## config.mk

```make
export PLATFORM = sky130hd
export DESIGN_NAME = lcd_show_bitmap
export DESIGN_NICKNAME = d
export VERILOG_FILES = /design/src/rtl/lcd_show_bitmap.sv
export SDC_FILE = /design/constraint.sdc
export NUM_CORES = 1
export LEC_CHECK = 0
export BUFFER_PORTS_ARGS = -buffer_cell sky130_fd_sc_hd__buf_2
export CAP_MARGIN = 40
export CORE_MARGIN = 3
export CORE_UTILIZATION = 56
export CTS_CLUSTER_SIZE = 20
export DETAILED_ROUTE_END_ITERATION = 8
export PLACE_DENSITY = 0.8
export SETUP_SLACK_MARGIN = 0.15
export SYNTH_ARGS = -nofsm -noshare
export SYNTH_HDL_FRONTEND = slang
export SYNTH_SLANG_ARGS = --single-unit
```

## constraint.sdc

```tcl
create_clock -name sys_clk -period 4.05 [get_ports sys_clk]
set_input_delay 0.2025 -clock sys_clk [delete_from_list [all_inputs] [get_ports sys_clk]]
set_output_delay 0.2025 -clock sys_clk [all_outputs]
set_load 0.05 [all_outputs]
```

## src/rtl/lcd_show_bitmap.sv

```systemverilog
// -----------------------------------------------------------------------------
// lcd_show_bitmap
//
// 1-bit-per-pixel bitmap renderer for an ST7789-class LCD byte write path.
// A start pulse latches a window (x0, y0, width, height), two colours and a
// ROM base address. The block then programs the panel window with
// CASET / RASET / RAMWR and streams one RGB565 pixel (two data bytes) per
// bitmap bit, using fg_color for a 1 and bg_color for a 0.
//
// Ports
//   sys_clk, sys_rst_n  clock, asynchronous active-low reset
//   start               one-cycle request, only looked at while idle
//   x0, y0              window top-left corner
//   width, height       window size in pixels
//   fg_color, bg_color  RGB565 colours for bitmap bit 1 / bit 0
//   rom_base            ROM address of bitmap row 0
//   rom_addr, rom_q     ROM read port; rom_q bit 0 is the leftmost pixel
//   wr_en, wr_data      byte request to the write engine; wr_data[8] is the
//                       data/command flag, wr_data[7:0] the byte
//   wr_done             write engine finished the outstanding byte
//   busy                high from an accepted start until DONE has finished
//   done                one-cycle completion pulse
//   err                 one-cycle pulse together with done for a rejected
//                       request (no bytes are written in that case)
//
// Byte handshake: wr_en is a single-cycle pulse with wr_data valid in that
// cycle and held until the next pulse. Exactly one byte may be outstanding;
// the byte is retired by the first wr_done seen while it is outstanding and
// the next wr_en is raised no earlier than the cycle after that wr_done.
// wr_done while nothing is outstanding has no effect.
// -----------------------------------------------------------------------------
module lcd_show_bitmap #(
  parameter int H_RES    = 240,
  parameter int V_RES    = 320,
  parameter int ROW_BITS = 240,
  parameter int ADDR_W   = 9,
  parameter int ROM_LAT  = 2
) (
  input  logic                sys_clk,
  input  logic                sys_rst_n,
  input  logic                start,
  input  logic [8:0]          x0,
  input  logic [8:0]          y0,
  input  logic [8:0]          width,
  input  logic [8:0]          height,
  input  logic [15:0]         fg_color,
  input  logic [15:0]         bg_color,
  input  logic [ADDR_W-1:0]   rom_base,
  output logic [ADDR_W-1:0]   rom_addr,
  input  logic [ROW_BITS-1:0] rom_q,
  output logic                wr_en,
  output logic [8:0]          wr_data,
  input  logic                wr_done,
  output logic                busy,
  output logic                done,
  output logic                err
);

  // Latency counter counts 0..ROM_LAT, so it needs room for ROM_LAT itself.
  localparam int LAT_W = (ROM_LAT < 1) ? 1 : $clog2(ROM_LAT + 1);
  localparam logic [LAT_W-1:0] LAT_MAX = LAT_W'(ROM_LAT);

  // Limits compared against 10-bit sums so x0+width cannot wrap.
  localparam logic [9:0] H_LIM = 10'(H_RES);
  localparam logic [9:0] V_LIM = 10'(V_RES);
  localparam logic [9:0] W_LIM = 10'(ROW_BITS);

  localparam logic [3:0] CMD_LAST = 4'd10;

  typedef enum logic [2:0] {
    S_IDLE,
    S_CHECK,
    S_CMD,
    S_ROW_FETCH,
    S_PIXEL,
    S_DONE
  } state_t;

  // ---------------------------------------------------------------------------
  // State
  // ---------------------------------------------------------------------------
  state_t              state_q,    state_d;
  logic [8:0]          x0_q,       x0_d;
  logic [8:0]          y0_q,       y0_d;
  logic [8:0]          w_q,        w_d;
  logic [8:0]          h_q,        h_d;
  logic [15:0]         fg_q,       fg_d;
  logic [15:0]         bg_q,       bg_d;
  logic [ADDR_W-1:0]   base_q,     base_d;
  logic [ADDR_W-1:0]   rom_addr_q, rom_addr_d;
  logic [ROW_BITS-1:0] sr_q,       sr_d;
  logic [8:0]          row_q,      row_d;
  logic [8:0]          col_q,      col_d;
  logic [3:0]          cmd_idx_q,  cmd_idx_d;
  logic                hi_q,       hi_d;      // next pixel byte is the high byte
  logic                out_q,      out_d;     // a byte is outstanding
  logic [LAT_W-1:0]    lat_q,      lat_d;
  logic                wr_en_q,    wr_en_d;
  logic [8:0]          wr_data_q,  wr_data_d;
  logic                busy_q,     busy_d;
  logic                done_q,     done_d;
  logic                err_q,      err_d;

  // ---------------------------------------------------------------------------
  // Window arithmetic on the latched request
  // ---------------------------------------------------------------------------
  logic [9:0]  x_sum;
  logic [9:0]  y_sum;
  logic [9:0]  x_end;
  logic [9:0]  y_end;
  logic        reject;
  logic [8:0]  cmd_byte;
  logic [15:0] pix_color;
  logic [8:0]  row_inc;

  always_comb begin
    x_sum  = {1'b0, x0_q} + {1'b0, w_q};
    y_sum  = {1'b0, y0_q} + {1'b0, h_q};
    x_end  = x_sum - 10'd1;
    y_end  = y_sum - 10'd1;
    reject = (w_q == 9'd0) || (h_q == 9'd0) || ({1'b0, w_q} > W_LIM) ||
             (x_sum > H_LIM) || (y_sum > V_LIM);
  end

  // Window set sequence: CASET xs xe, RASET ys ye, RAMWR. Addresses are
  // sent as 16-bit big-endian values, so the high bytes are mostly zero.
  always_comb begin
    cmd_byte = 9'h02C;
    case (cmd_idx_q)
      4'd0:    cmd_byte = 9'h02A;
      4'd1:    cmd_byte = {1'b1, 7'd0, x0_q[8]};
      4'd2:    cmd_byte = {1'b1, x0_q[7:0]};
      4'd3:    cmd_byte = {1'b1, 6'd0, x_end[9:8]};
      4'd4:    cmd_byte = {1'b1, x_end[7:0]};
      4'd5:    cmd_byte = 9'h02B;
      4'd6:    cmd_byte = {1'b1, 7'd0, y0_q[8]};
      4'd7:    cmd_byte = {1'b1, y0_q[7:0]};
      4'd8:    cmd_byte = {1'b1, 6'd0, y_end[9:8]};
      4'd9:    cmd_byte = {1'b1, y_end[7:0]};
      default: cmd_byte = 9'h02C;
    endcase
  end

  always_comb begin
    pix_color = sr_q[0] ? fg_q : bg_q;
    row_inc   = row_q + 9'd1;
  end

  // ---------------------------------------------------------------------------
  // Next-state logic
  // ---------------------------------------------------------------------------
  always_comb begin
    state_d    = state_q;
    x0_d       = x0_q;
    y0_d       = y0_q;
    w_d        = w_q;
    h_d        = h_q;
    fg_d       = fg_q;
    bg_d       = bg_q;
    base_d     = base_q;
    rom_addr_d = rom_addr_q;
    sr_d       = sr_q;
    row_d      = row_q;
    col_d      = col_q;
    cmd_idx_d  = cmd_idx_q;
    hi_d       = hi_q;
    out_d      = out_q;
    lat_d      = lat_q;
    wr_en_d    = 1'b0;
    wr_data_d  = wr_data_q;
    busy_d     = busy_q;
    done_d     = 1'b0;
    err_d      = 1'b0;

    case (state_q)
      S_IDLE: begin
        if (start) begin
          x0_d    = x0;
          y0_d    = y0;
          w_d     = width;
          h_d     = height;
          fg_d    = fg_color;
          bg_d    = bg_color;
          base_d  = rom_base;
          busy_d  = 1'b1;
          state_d = S_CHECK;
        end
      end

      S_CHECK: begin
        if (reject) begin
          done_d  = 1'b1;
          err_d   = 1'b1;
          state_d = S_DONE;
        end else begin
          cmd_idx_d = 4'd0;
          out_d     = 1'b0;
          state_d   = S_CMD;
        end
      end

      S_CMD: begin
        if (!out_q) begin
          wr_en_d   = 1'b1;
          wr_data_d = cmd_byte;
          out_d     = 1'b1;
        end else if (wr_done) begin
          out_d = 1'b0;
          if (cmd_idx_q == CMD_LAST) begin
            row_d      = 9'd0;
            rom_addr_d = base_q;
            lat_d      = '0;
            state_d    = S_ROW_FETCH;
          end else begin
            cmd_idx_d = cmd_idx_q + 4'd1;
          end
        end
      end

      // rom_addr changed on entry; rom_q is trusted only after ROM_LAT
      // further edges, so the row is captured one cycle after the count
      // reaches ROM_LAT.
      S_ROW_FETCH: begin
        if (lat_q == LAT_MAX) begin
          sr_d    = rom_q;
          col_d   = 9'd0;
          hi_d    = 1'b1;
          state_d = S_PIXEL;
        end else begin
          lat_d = lat_q + 1'b1;
        end
      end

      S_PIXEL: begin
        if (!out_q) begin
          wr_en_d   = 1'b1;
          wr_data_d = {1'b1, hi_q ? pix_color[15:8] : pix_color[7:0]};
          out_d     = 1'b1;
        end else if (wr_done) begin
          out_d = 1'b0;
          if (hi_q) begin
            hi_d = 1'b0;
          end else begin
            hi_d = 1'b1;
            sr_d = sr_q >> 1;
            if (col_q == (w_q - 9'd1)) begin
              if (row_inc < h_q) begin
                row_d      = row_inc;
                rom_addr_d = base_q + ADDR_W'(row_inc);
                lat_d      = '0;
                state_d    = S_ROW_FETCH;
              end else begin
                done_d  = 1'b1;
                state_d = S_DONE;
              end
            end else begin
              col_d = col_q + 9'd1;
            end
          end
        end
      end

      S_DONE: begin
        busy_d  = 1'b0;
        state_d = S_IDLE;
      end

      default: begin
        busy_d  = 1'b0;
        out_d   = 1'b0;
        state_d = S_IDLE;
      end
    endcase
  end

  // ---------------------------------------------------------------------------
  // Registers
  // ---------------------------------------------------------------------------
  always_ff @(posedge sys_clk or negedge sys_rst_n) begin
    if (!sys_rst_n) begin
      state_q    <= S_IDLE;
      x0_q       <= '0;
      y0_q       <= '0;
      w_q        <= '0;
      h_q        <= '0;
      fg_q       <= '0;
      bg_q       <= '0;
      base_q     <= '0;
      rom_addr_q <= '0;
      sr_q       <= '0;
      row_q      <= '0;
      col_q      <= '0;
      cmd_idx_q  <= '0;
      hi_q       <= 1'b1;
      out_q      <= 1'b0;
      lat_q      <= '0;
      wr_en_q    <= 1'b0;
      wr_data_q  <= 9'h000;
      busy_q     <= 1'b0;
      done_q     <= 1'b0;
      err_q      <= 1'b0;
    end else begin
      state_q    <= state_d;
      x0_q       <= x0_d;
      y0_q       <= y0_d;
      w_q        <= w_d;
      h_q        <= h_d;
      fg_q       <= fg_d;
      bg_q       <= bg_d;
      base_q     <= base_d;
      rom_addr_q <= rom_addr_d;
      sr_q       <= sr_d;
      row_q      <= row_d;
      col_q      <= col_d;
      cmd_idx_q  <= cmd_idx_d;
      hi_q       <= hi_d;
      out_q      <= out_d;
      lat_q      <= lat_d;
      wr_en_q    <= wr_en_d;
      wr_data_q  <= wr_data_d;
      busy_q     <= busy_d;
      done_q     <= done_d;
      err_q      <= err_d;
    end
  end

  assign rom_addr = rom_addr_q;
  assign wr_en    = wr_en_q;
  assign wr_data  = wr_data_q;
  assign busy     = busy_q;
  assign done     = done_q;
  assign err      = err_q;

endmodule

```

# Word-level counts from Yosys, hierarchy flattened
# Cells that the tools add are included.
# W data, S select, Z words.
dict set report word_totals {
  register_bits 368
  inputBits 321
  output_inout_bits 22
  elab_cells 179
}
dict set report op_classes {
  eq_ne 33
  n_mux 83
  bitwise_logic 2
  reduce_logical 26
  addsub 10
  order_cmp 4
}
# operator n
set op_table {}
lappend op_table {{$mux W240} 4}
lappend op_table {{$pmux W240 S2} 1}
lappend op_table {{$mux W9} 23}
lappend op_table {{$pmux W9 S10} 1}
lappend op_table {{$pmux W9 S2} 4}
lappend op_table {{$mux W3} 11}
lappend op_table {{$ne A2 B2 Y1 const B} 16}
lappend op_table {{$add A9 B9 Y10} 2}
lappend op_table {{$sub A10 B1 Y10 const B} 2}
lappend op_table {{$add A9 B1 Y9 const B} 2}
lappend op_table {{$logic_not A9 Y1} 2}
lappend op_table {{$mux W2} 9}
lappend op_table {{$reduce_and A9 Y1} 2}
lappend op_table {{$mux W1} 17}
lappend op_table {{$eq A4 B3 Y1 const B} 4}
lappend op_table {{$mux W16} 1}
lappend op_table {{$mux W4} 4}
lappend op_table {{$pmux W3 S5} 1}
lappend op_table {{$eq A4 B4 Y1 const B} 3}
lappend op_table {{$gt A10 B8 Y1 const B} 1}
lappend op_table {{$gt A10 B9 Y1 const B} 1}
lappend op_table {{$reduce_and A10 Y1} 1}
lappend op_table {{$reduce_and A5 Y1} 2}
lappend op_table {{$add A9 B9 Y9} 1}
lappend op_table {{30 further kinds} 43}

# Longest topological paths before layout
# Gate-level depths: netlist of the first run.
dict set report depth {
  word_depth 8
  ltp_mapped 14
  depth_no_buf 13
}

# Worst setup path before layout of the first run
# Ideal clock, no wire load.
dict set report synth_path {
  kind {flip-flop to flip-flop}
  from {reg row_q[0]}
  to {reg rom_addr_q[6] (netlist: rom_addr[6])}
  setup_time_ns 0.125
  path_stages_with_launch 14
  arrival_time_ns 3.110
  synth_period_minus_slack_ns 3.235
  setup_slack_ns 0.815
  required_time_ns 3.925
  n_path_buf 1
  cell_sequence {dfrtp_1 -> ha_1 -> nand3_1 -> nor3_1 -> nand3_1 -> xor2_1 -> inv_1 -> ha_1 -> a2111oi_0 -> o21bai_1 -> nor3_1 -> o2111ai_4 -> buf_6 -> mux2_4}
}
dict set report synth_between {
  elab_chain_cells 8
  elab_cells_between_ends 11
  cone_classes {add/sub: 2; order compare: 1; eq/ne: 1; mux: 6; reduce/logical: 1}
}
# element line
set synth_lines {}
lappend synth_lines {{from (decl)} 92} ;# logic [8:0] row_q, row_d;
lappend synth_lines {{from (signal assigned)} 313} ;# row_q <= row_d;
lappend synth_lines {{$add A9 B1 Y9 *} 146} ;# row_inc = row_q + 9'd1;
lappend synth_lines {{$add A9 B9 Y9} 249} ;# rom_addr_d = base_q + ADDR_W'(row_inc);
lappend synth_lines {{$mux W9} 247} ;# if (row_inc < h_q) begin
lappend synth_lines {{$mux W9} 246} ;# if (col_q == (w_q - 9'd1)) begin
lappend synth_lines {{$mux W9} 241} ;# if (hi_q) begin
lappend synth_lines {{$mux W9} 239} ;# end else if (wr_done) begin
lappend synth_lines {{$mux W9} 235} ;# if (!out_q) begin
lappend synth_lines {{$pmux W9 S2} 175} ;# case (state_q)
lappend synth_lines {{to (signal assigned)} 311} ;# rom_addr_q <= rom_addr_d;
lappend synth_lines {{to (decl)} 90} ;# logic [ADDR_W-1:0] rom_addr_q, rom_addr_d;
# Every way passes the cells marked *; elsewhere a longest branch is shown, timed or not. The select of a mux whose other input is x is not followed.
# A chain may end at the register's enable or synchronous reset.

# Worst setup path after layout of the first run
dict set report layout_path {
  from {reg row_q[0]}
  to {reg rom_addr_q[7] (netlist: rom_addr[7])}
}
# The elaborated chain is that of the path after synthesis.

==> metrics, run 1 <==
mux contribution to synthesized area=0.192; IO Port Bufs=342; CTS tree=done; syn nets=~2200; Ys Warns=0; Slew Limit Fails=0; largest family of logic cells by synthesized area=multiplexers; relative slew slack=0.317; family with the most delay on the worst path=simple AND/OR/NAND/NOR gates; Unique masters post-synth=70; RSZ-0062 raised after global routing=no; Mapped Area=18700 um2; Async SR Flop Fraction=1.00; CP Cell Sequence=ha_1 -> nand3_1 -> nor3_1 -> nand3_1 -> xor2_1 -> inv_1 -> ha_1 -> a2111oi_0 -> o21bai_1 -> nor3_1 -> o2111ai_4 -> buf_12 -> mux2_4; Register Area=9210 um2; Hold Slack=-3.36 ps; worst r2r src=row_q[0]$_DFFE_PN0P_; Setup crit end=rom_addr[7]$_DFFE_PN0P_; RR Endpoint=rom_addr[7]$_DFFE_PN0P_; Nets=approximately 2800; type of the worst min-delay path=input pin to register; Post-Route Setup TNS=0 ps; startpoint types=register; Routability Congestion=~0.89; WP data arrival=4140 ps; leading area contributor after synthesis=dfrtp_1; max cap viols=0; Worst Setup Path Type=register to register; Area growth syn-to-layout=35.3%; Cells after DPL=2504; WL final=about 60 mm; static leakage=about 12 nW; vias per std cell=5.90; CTS Buf Count=40; GRT overflow=0; post-cts sizing count=0; initial antenna violation count=8; vias=17100; IO Count=343; CP Capture Type=register; clk sink count=368; Clock Latency Late Sink=around 550 ps; sequential element share of the synthesized area=0.492; Critical Path Max Stage Delay=470 ps; CP Launch Point=row_q[0]$_DFFE_PN0P_; post-synth top area share=0.491; r2r setup slk=320 ps; die area=between 30000 and 40000 um2; # setup viols final=0; first drt pass iteration count=6; Worst Max-Slew Pin Slew=1020 ps; compound-cell area share of the yosys netlist=0.122; GRT Total Usage=0.332; ys flop type=dfrtp_1; initial detailed-routing violation count=between 1000 and 1500; failing checks=negative hold slack; CTS max path bufs=3; fin util=0.773; hpwl dp=32.4 mm; Critical Path Fanout Max=18; row cnt=66; core area=32800 um2; Die Width=between 150 and 200 um; routed len/inst=20.9 um; Clock Tree Root=clkbuf_16; Multi-input gate area=8950 um2; status=finished with violations; clk_skew=roughly 30 ps; vias in the first global route=roughly 18000; EDFF count, synth=0; post-route insts no fill=just under 3000; VDD IR max=about 0.53 mV; WP data required=4460 ps; global-route wire length before repair=94.6 mm; worst path buffer plus inverter count=2; Total Power=19.9 mW; Worst path slowest cell=a2111oi_0; layout cells sized above 1=0.215; Detail Route Antenna Nets=0; Synth Area in XOR/XNOR=0.0253; Avg Inst Size Synth=between 10 and 15 um2; CP Depth=13; Post-route DRC=0; H-tree Lvls=2; Synth Area in Adders=0.0338; Synth Instances=1816; commonest non-fill, non-tap cell in the layout=dfrtp_1; simple-gate share of the synthesized area=0.104; Hold Fails Final Rpt=1; clock slew at reported path FFs=60 ps; depth of the worst register-to-register path=13; period utilization=0.921; Initial Util=0.571; die height=189 um; Area contributors post-synth=dfrtp_1 (49%), mux2i_1 (14%), o21ai_0 (7.6%); FILL cells=1914; Final Critical Period=3730 ps; Pwr Density=around 790 nW/um2; most frequent cells in the layout=dfrtp_1 (367), buf_2 (341), nand2_1 (308), dlygate4sd3_1 (304), o21ai_0 (285); FMAX=~0.27 GHz; Seq cells post-synth=368; largest net degree at the start of global routing=141
-- how the worst min path moves through the flow --
stage                    start  depth (start not counted)                    end
floorplan            sys_rst_n                          0  base_q[0]$_DFFE_PN0P_
global placement     sys_rst_n                          1    y0_q[5]$_DFFE_PN0P_
detailed placement   sys_rst_n                          1    y0_q[6]$_DFFE_PN0P_
CTS                 rom_q[122]                          3  sr_q[122]$_DFFE_PN0P_
global route        rom_q[140]                          3  sr_q[140]$_DFFE_PN0P_
finish              rom_q[156]                          3  sr_q[156]$_DFFE_PN0P_
-- power breakdown --
| part | internal (mW) | switching, mW | leakage (nW) | total [mW] |
|---|---|---|---|---|
| registers | 5.39 | 1.46 | 4.58 | 6.85 |
| clock network | 2.31 | 1.60 | 0.676 | 3.91 |
| logic | 3.84 | 5.35 | 6.39 | 9.19 |
-- flip-flops by register name (all words and copies together) (netlist names), 2 cells and up --
name       flops
h_q            9
wr_data        9
rom_addr       9
bg_q          16
col_q          9
fg_q          16
y0_q           9
w_q            9
x0_q           9
cmd_idx_q      4
lat_q          2
base_q         9
state_q        3
sr_q         240
row_q          9
-- stage by stage --
step	cell area (um2)	worst slack, ps
6_report	25300	321
2_1_floorplan	18700	815
5_1_grt	25300	193
3_5_place_dp	20800	336
3_3_place_gp	20800	444
4_1_cts	25300	321
-- worst min-delay path: cells and delay by family --
kind	cells	cell delay [ps]
multiplexers	1	70
buffers and inverters	1	90
AO/OA/AOI/OAI	1	150
-- kinds of logic after synthesis --
family,Yosys count
simple gates,456
compound gates,400
flops,368
mux,339
buf+inv,150
xor+xnor,54
fa+ha+maj,49
-- cell type report --
cell class,count,share of cell area
clock buffer,56,0.0454
multi-input combinational,1298,0.353
antenna,8,0.000790
clock inverter,16,0.00889
sequential,368,0.364
inverter,36,0.00534
timing repair buffer,669,0.201
tap,442,0.0218
-- routing by layer --
| metal | up-vias | part of all wire | GRT usage |
|---|---|---|---|
| met5 | - | 0 | 0 |
| met4 | 0 | 0.062 | 0.175 |
| met3 | 292 | 0.072 | 0.0642 |
| met2 | 933 | 0.50 | 0.590 |
| met1 | 8264 | 0.36 | 0.379 |
| li1 | 7583 | - | - |
-- cell usage after synthesis, types with 9 or more instances --
master      n
a21oi_1    23
a21o_1     10
nand3_1    20
xnor2_1    29
inv_1      35
nor3_1     16
o22ai_1     9
nand2_1   308
o21a_1      9
mux2i_1   253
o21ai_0   286
nor2b_1     9
xor2_1     25
dfrtp_1   367
clkbuf_1  107
mux2_2     75
nor2_1     55
ha_1       45
-- what timing repair did --
action	4_1_cts	5_1_grt
hold buffers	304	0
hold endpoints to repair	415	0
setup endpoints to repair	0	11
setup buffers	0	5
Note: power is estimated with default switching activity, not from simulation.
==> run 2: changes to the inputs <==
==> constraint.sdc (replaced) <==
create_clock -name sys_clk -period 4.05 [get_ports sys_clk]
set_input_delay 0.405 -clock sys_clk [delete_from_list [all_inputs] [get_ports sys_clk]]
set_output_delay 0.405 -clock sys_clk [all_outputs]
set_load 0.05 [all_outputs]
==> metrics, run 2 (synthesized netlist as in run 1, its figures left out) <==
status=finished clean; VDD IR max=0.551 mV (+3.6%); largest net degree at the start of global routing=157 (+11%); Hold Slack=85.0 ps (+88.4 ps); vias=14500 (-15%); Clock Tree Root=clkbuf_16; Sw Ratio=0.406 (-0.0157); CTS tree=done; Worst Max-Slew Pin Slew=915 ps (-110 ps); # setup viols final=0 (unchanged); type of the worst min-delay path=input pin to register; Post-route DRC=0 (unchanged); core area=32800 um2 (unchanged); initial antenna violation count=21 (+13); Pwr Density=842 nW/um2 (+6.8%); biggest registers after layout=sr_q: 240 flops, bg_q: 16 flops, fg_q: 16 flops; highest routed metal layer=met5; CTS Buf Count=40 (unchanged); WL final=46.0 mm (-24%); most flop-heavy register=sr_q; most frequent cells in the layout=dfrtp_1 (367), buf_2 (341), nand2_1 (308), o21ai_0 (285), mux2i_1 (253); Multi-input gate area=8950 um2 (about the same); initial detailed-routing violation count=877 (-40%); commonest non-fill, non-tap cell in the layout=dfrtp_1; WP data arrival=3950 ps (-190 ps); die area=35700 um2 (unchanged); FMAX=0.282 GHz (+5.3%); internal power=11.1 mW (-3.9%); die height=189 um (unchanged); FILL cells=2541 (+33%); Hold Fails Final Rpt=0 (-1); global-route wire length before repair=74.3 mm (-21%); layout cells sized above 1=0.244 (+0.0285); first drt pass iteration count=5 (-1); Post-Route Setup TNS=0 ps (unchanged); Slew Limit Fails=0 (unchanged); Area growth syn-to-layout=18.4%; hpwl dp=32.8 mm (+1.4%); IO Port Bufs=342 (unchanged); max cap viols=0 (unchanged); Clock power frac=0.193 (-0.003); static leakage=10.3 nW (-11%); Detail Route Antenna Nets=0 (unchanged); CP Capture Type=register; Final Critical Period=3540 ps (-188 ps); Placed Area=20800 um2 (-0.24%); clk sink count=368 (unchanged); H-tree Lvls=2 (unchanged); Nets=2476 (-11%); Die Width=189 um (unchanged); row cnt=66 (unchanged); clk_skew=24.3 ps (-5.56 ps); DR WL met3=3.10 mm (-28%); GRT overflow=0 (unchanged); relative slew slack=0.390 (+0.0731); startpoint types=register; clock slew at reported path FFs=60 ps (about the same); max reg flops=240 (unchanged); final instance area=22200 um2 (-12%); Final WS setup=509 ps (+188 ps); vias in the first global route=14900 (-17%); Clock Latency Late Sink=540 ps (about the same); RSZ-0062 raised after global routing=no; Register Area=9210 um2 (unchanged); period utilization=0.874 (-0.0463); Initial Util=0.571 (unchanged); WP data required=4460 ps (about the same); Routability Congestion=0.887 (-0.43%); Flop pwr share=0.356 (+0.013); GRT Total Usage=0.254 (-0.0776); Critical Path Fanout Max=18 (unchanged); routed len/inst=17.7 um (-15%); combinational power share=0.451 (-0.010); fin util=0.676 (-0.0962); length of routed met2 wiring=22.6 mm (-26%); vias per std cell=5.59 (-5.3%); Post-Place Setup Slack=223 ps (-113 ps); IO Count=343 (unchanged); met1 WL=18.3 mm (-16%); Worst Setup Path Type=register to register; switching pwr=7.57 mW (-9.9%); CTS max path bufs=3 (unchanged)
-- run 2: path summary, 6_finish.rpt --
| check | start | end | slack, ps | cells past startpoint |
|---|---|---|---|---|
| max in group asynchronous | sys_rst_n | sr_q[40]$_DFFE_PN0P_ | 2450 | 3 |
| min | height[2] | h_q[2]$_DFFE_PN0P_ | 90 | 3 |
| min in group asynchronous | sys_rst_n | y0_q[5]$_DFFE_PN0P_ | 520 | 2 |
| max | row_q[0]$_DFFE_PN0P_ | row_q[0]$_DFFE_PN0P_ | 510 | 13 |
| min reg2reg | sr_q[38]$_DFFE_PN0P_ | sr_q[38]$_DFFE_PN0P_ | 480 | 2 |
| max reg2reg | row_q[0]$_DFFE_PN0P_ | row_q[0]$_DFFE_PN0P_ | 510 | 13 |
-- run 2: critical path, cell delays in order (launching register included) --
cell,delay (ps)
dfrtp_1,450
ha_1,220
nand3_1,130
nor3_2,210
nand3_1,130
xor2_1,190
inv_1,100
ha_1,300
a2111oi_0,420
o21bai_1,240
nor3_1,360
o2111ai_4,180
buf_12,200
mux2_4,290
-- run 2: through the flow --
step / std cells / power (mW)
2_1_floorplan: 1816 / 12.9
3_3_place_gp: 2505 / 14.6
3_5_place_dp: 2505 / 15.0
4_1_cts: 2578 / 18.8
5_1_grt: 2587 / 20.1
6_report: 2594 / 18.7
-- run 2: layer usage --
metal / track usage / up-vias
met2: 0.430 / 406
met5: 0 / -
met3: 0.0673 / 129
met1: 0.312 / 6968
li1: - / 6977
met4: 0.101 / 20
-- run 2: power by group through the flow --
stage | clock network [mW] | registers [mW] | logic (mW)
floorplan | 0 | 6.49 | 6.43
global placement | 0 | 6.58 | 8.05
detailed placement | 0 | 6.67 | 8.37
CTS | 3.67 | 6.64 | 8.44
global route | 3.82 | 6.85 | 9.45
finish | 3.60 | 6.65 | 8.41
-- run 2: cell type report --
cell class / count / area share
antenna: 15 / 0.00169
clock buffer: 61 / 0.0537
clock inverter: 11 / 0.00553
inverter: 36 / 0.00609
multi-input combinational: 1298 / 0.404
sequential: 368 / 0.415
tap: 442 / 0.0249
timing repair buffer: 363 / 0.0888
-- run 2: timing repair --
item                       in CTS  in global routing
buffers inserted                0                  1
gates resized for setup         0                  1
setup endpoints to repair       0                 18
hold buffers                    1                  0
hold endpoints to repair       10                  0
==> run 3: changes to the inputs <==
- RECOVER_POWER: not set -> 50
==> metrics, run 3 (synthesized netlist as in run 1, its figures left out) <==
max cap viols=1 (+1); hold depth=3 (unchanged); CTS tree=done; Critical Path Max Stage Delay=450 ps (about the same); Post-Route Setup TNS=0 ps (unchanged); startpoint types=register; WL final=46.1 mm (+0.13%); VDD IR max=0.532 mV (-3.3%); FMAX=0.281 GHz (-0.42%); Final WS setup=494 ps (-14.8 ps); FILL cells=2561 (+0.79%); WP data arrival=3960 ps (about the same); Setup crit end=row_q[0]$_DFFE_PN0P_; global-route wire length before repair=74.3 mm (unchanged); max reg flops=240 (unchanged); failing checks=max-capacitance violations, max-slew violations; CP Launch Point=row_q[0]$_DFFE_PN0P_; Post-route DRC=0 (unchanged); RSZ-0062 raised after global routing=no; most flop-heavy register=sr_q; biggest registers after layout=sr_q: 240 flops, bg_q: 16 flops, fg_q: 16 flops; initial detailed-routing violation count=879 (+0.23%); CTS Buf Count=40 (unchanged); most frequent cells in the layout=dfrtp_1 (367), buf_2 (319), nand2_1 (308), o21ai_0 (285), mux2i_1 (253); vias=14500 (-0.34%); core area=32800 um2 (unchanged); WP data required=4450 ps (about the same); GRT overflow=0 (unchanged); Worst path slowest cell=dfrtp_1; relative slew slack=-1.00 (-1.39); Worst Setup Path Type=register to register; static leakage=10.2 nW (-0.75%); largest net degree at the start of global routing=157 (unchanged); Critical Path Fanout Max=18 (unchanged); CP Cell Sequence=ha_1 -> nand3_1 -> nor3_2 -> nand3_1 -> xor2_1 -> inv_1 -> ha_1 -> a2111oi_0 -> o21bai_1 -> nor3_1 -> o2111ai_4 -> buf_12 -> mux2_4; status=finished with violations; routed len/inst=17.8 um (+0.13%); post-route insts no fill=2594 (unchanged); commonest non-fill, non-tap cell in the layout=dfrtp_1; IO Count=343 (unchanged); die height=189 um (unchanged); IO Port Bufs=342 (unchanged); Cells after DPL=2505 (unchanged); clk_skew=25.1 ps (+0.719 ps); Detail Route Antenna Nets=0 (unchanged); Clock Tree Root=clkbuf_16; depth of the worst register-to-register path=13 (unchanged); first drt pass iteration count=5 (unchanged); clock slew at reported path FFs=60 ps (about the same); period utilization=0.878 (+0.00365); Hold Fails Final Rpt=0 (unchanged); Total Power=18.6 mW (-0.16%); GRT Total Usage=0.254 (unchanged); worst r2r src=row_q[0]$_DFFE_PN0P_; hpwl dp=32.8 mm (unchanged); layout cells sized above 1=0.234 (-0.0103); Nets=2476 (unchanged); vias per std cell=5.57 (-0.34%); initial antenna violation count=21 (unchanged); RR Endpoint=row_q[0]$_DFFE_PN0P_; Post-Place Setup Slack=223 ps (unchanged); Area growth syn-to-layout=18.2%; Routability Congestion=0.887 (unchanged); # setup viols final=0 (unchanged); CP Capture Type=register; Worst Max-Slew Pin Slew=3000 ps (+2090 ps); Final Critical Period=3560 ps (+14.8 ps); vias in the first global route=14900 (unchanged); Pwr Density=842 nW/um2 (about the same); Clock Latency Late Sink=540 ps (about the same); row cnt=66 (unchanged); clk sink count=368 (unchanged); Slew Limit Fails=114 (+114); die area=35700 um2 (unchanged); r2r setup slk=490 ps (about the same); fin util=0.675 (-0.00145); CTS max path bufs=3 (unchanged); Die Width=189 um (unchanged); H-tree Lvls=2 (unchanged); Initial Util=0.571 (unchanged); type of the worst min-delay path=input pin to register
## run 3: worst min path at each step
stage	from	endpoint	slack, ps
2_1_floorplan	sys_rst_n	base_q[0]$_DFFE_PN0P_	110
3_3_place_gp	sr_q[135]$_DFFE_PN0P_	sr_q[135]$_DFFE_PN0P_	460
3_5_place_dp	sr_q[203]$_DFFE_PN0P_	sr_q[203]$_DFFE_PN0P_	470
4_1_cts	height[2]	h_q[2]$_DFFE_PN0P_	70
5_1_grt	height[2]	h_q[2]$_DFFE_PN0P_	80
6_report	height[2]	h_q[2]$_DFFE_PN0P_	80
## run 3: report_power, final
part,switching (mW),leakage (nW),internal (mW)
clock,1.49,0.640,2.11
combinational,4.82,5.01,3.56
sequential,1.26,4.58,5.39
## run 3: area by class of cell
| cell class | count | area (um2) | share of cell area |
|---|---|---|---|
| sequential | 368 | 9210 | 0.416 |
| multi-input combinational | 1298 | 8950 | 0.405 |
| timing repair buffer | 363 | 1920 | 0.0869 |
| clock buffer | 61 | 1190 | 0.0538 |
| tap | 442 | 553 | 0.0250 |
| inverter | 36 | 135 | 0.00611 |
| clock inverter | 11 | 123 | 0.00554 |
| antenna | 15 | 37.5 | 0.00170 |
## run 3: per-stage QoR
step           area, um2  hold slack [ps]
2_1_floorplan      18700              109
3_3_place_gp       20800              460
3_5_place_dp       20800              470
4_1_cts            22100             66.0
5_1_grt            22100             84.1
6_report           22100             84.8
## run 3: repair_timing
action | 4_1_cts | 5_1_grt
hold endpoints to repair | 10 | 0
endpoints found under the setup margin | 0 | 18
gates resized for setup | 0 | 1
buffers inserted | 0 | 1
hold buffers | 1 | 0
## run 3: worst max-delay path: cells and delay by family, from the launching register on
kind,cells,cell delay [ps]
multiplexers,1,290
AO/OA/AOI/OAI,3,850
adder cells (fa/ha/maj),2,520
buffers and inverters,2,310
XOR/XNOR,1,190
flip-flops,1,450
AND/OR/NAND/NOR,4,830
## run 3: layer usage
| layer | track usage | routed length, um | share of wire | vias up |
|---|---|---|---|---|
| li1 | - | - | - | 6983 |
| met1 | 0.312 | 18300 | 0.40 | 6927 |
| met2 | 0.430 | 22600 | 0.49 | 398 |
| met3 | 0.0673 | 3190 | 0.069 | 122 |
| met4 | 0.101 | 1820 | 0.040 | 20 |
| met5 | 0 | 118 | 0.0026 | - |
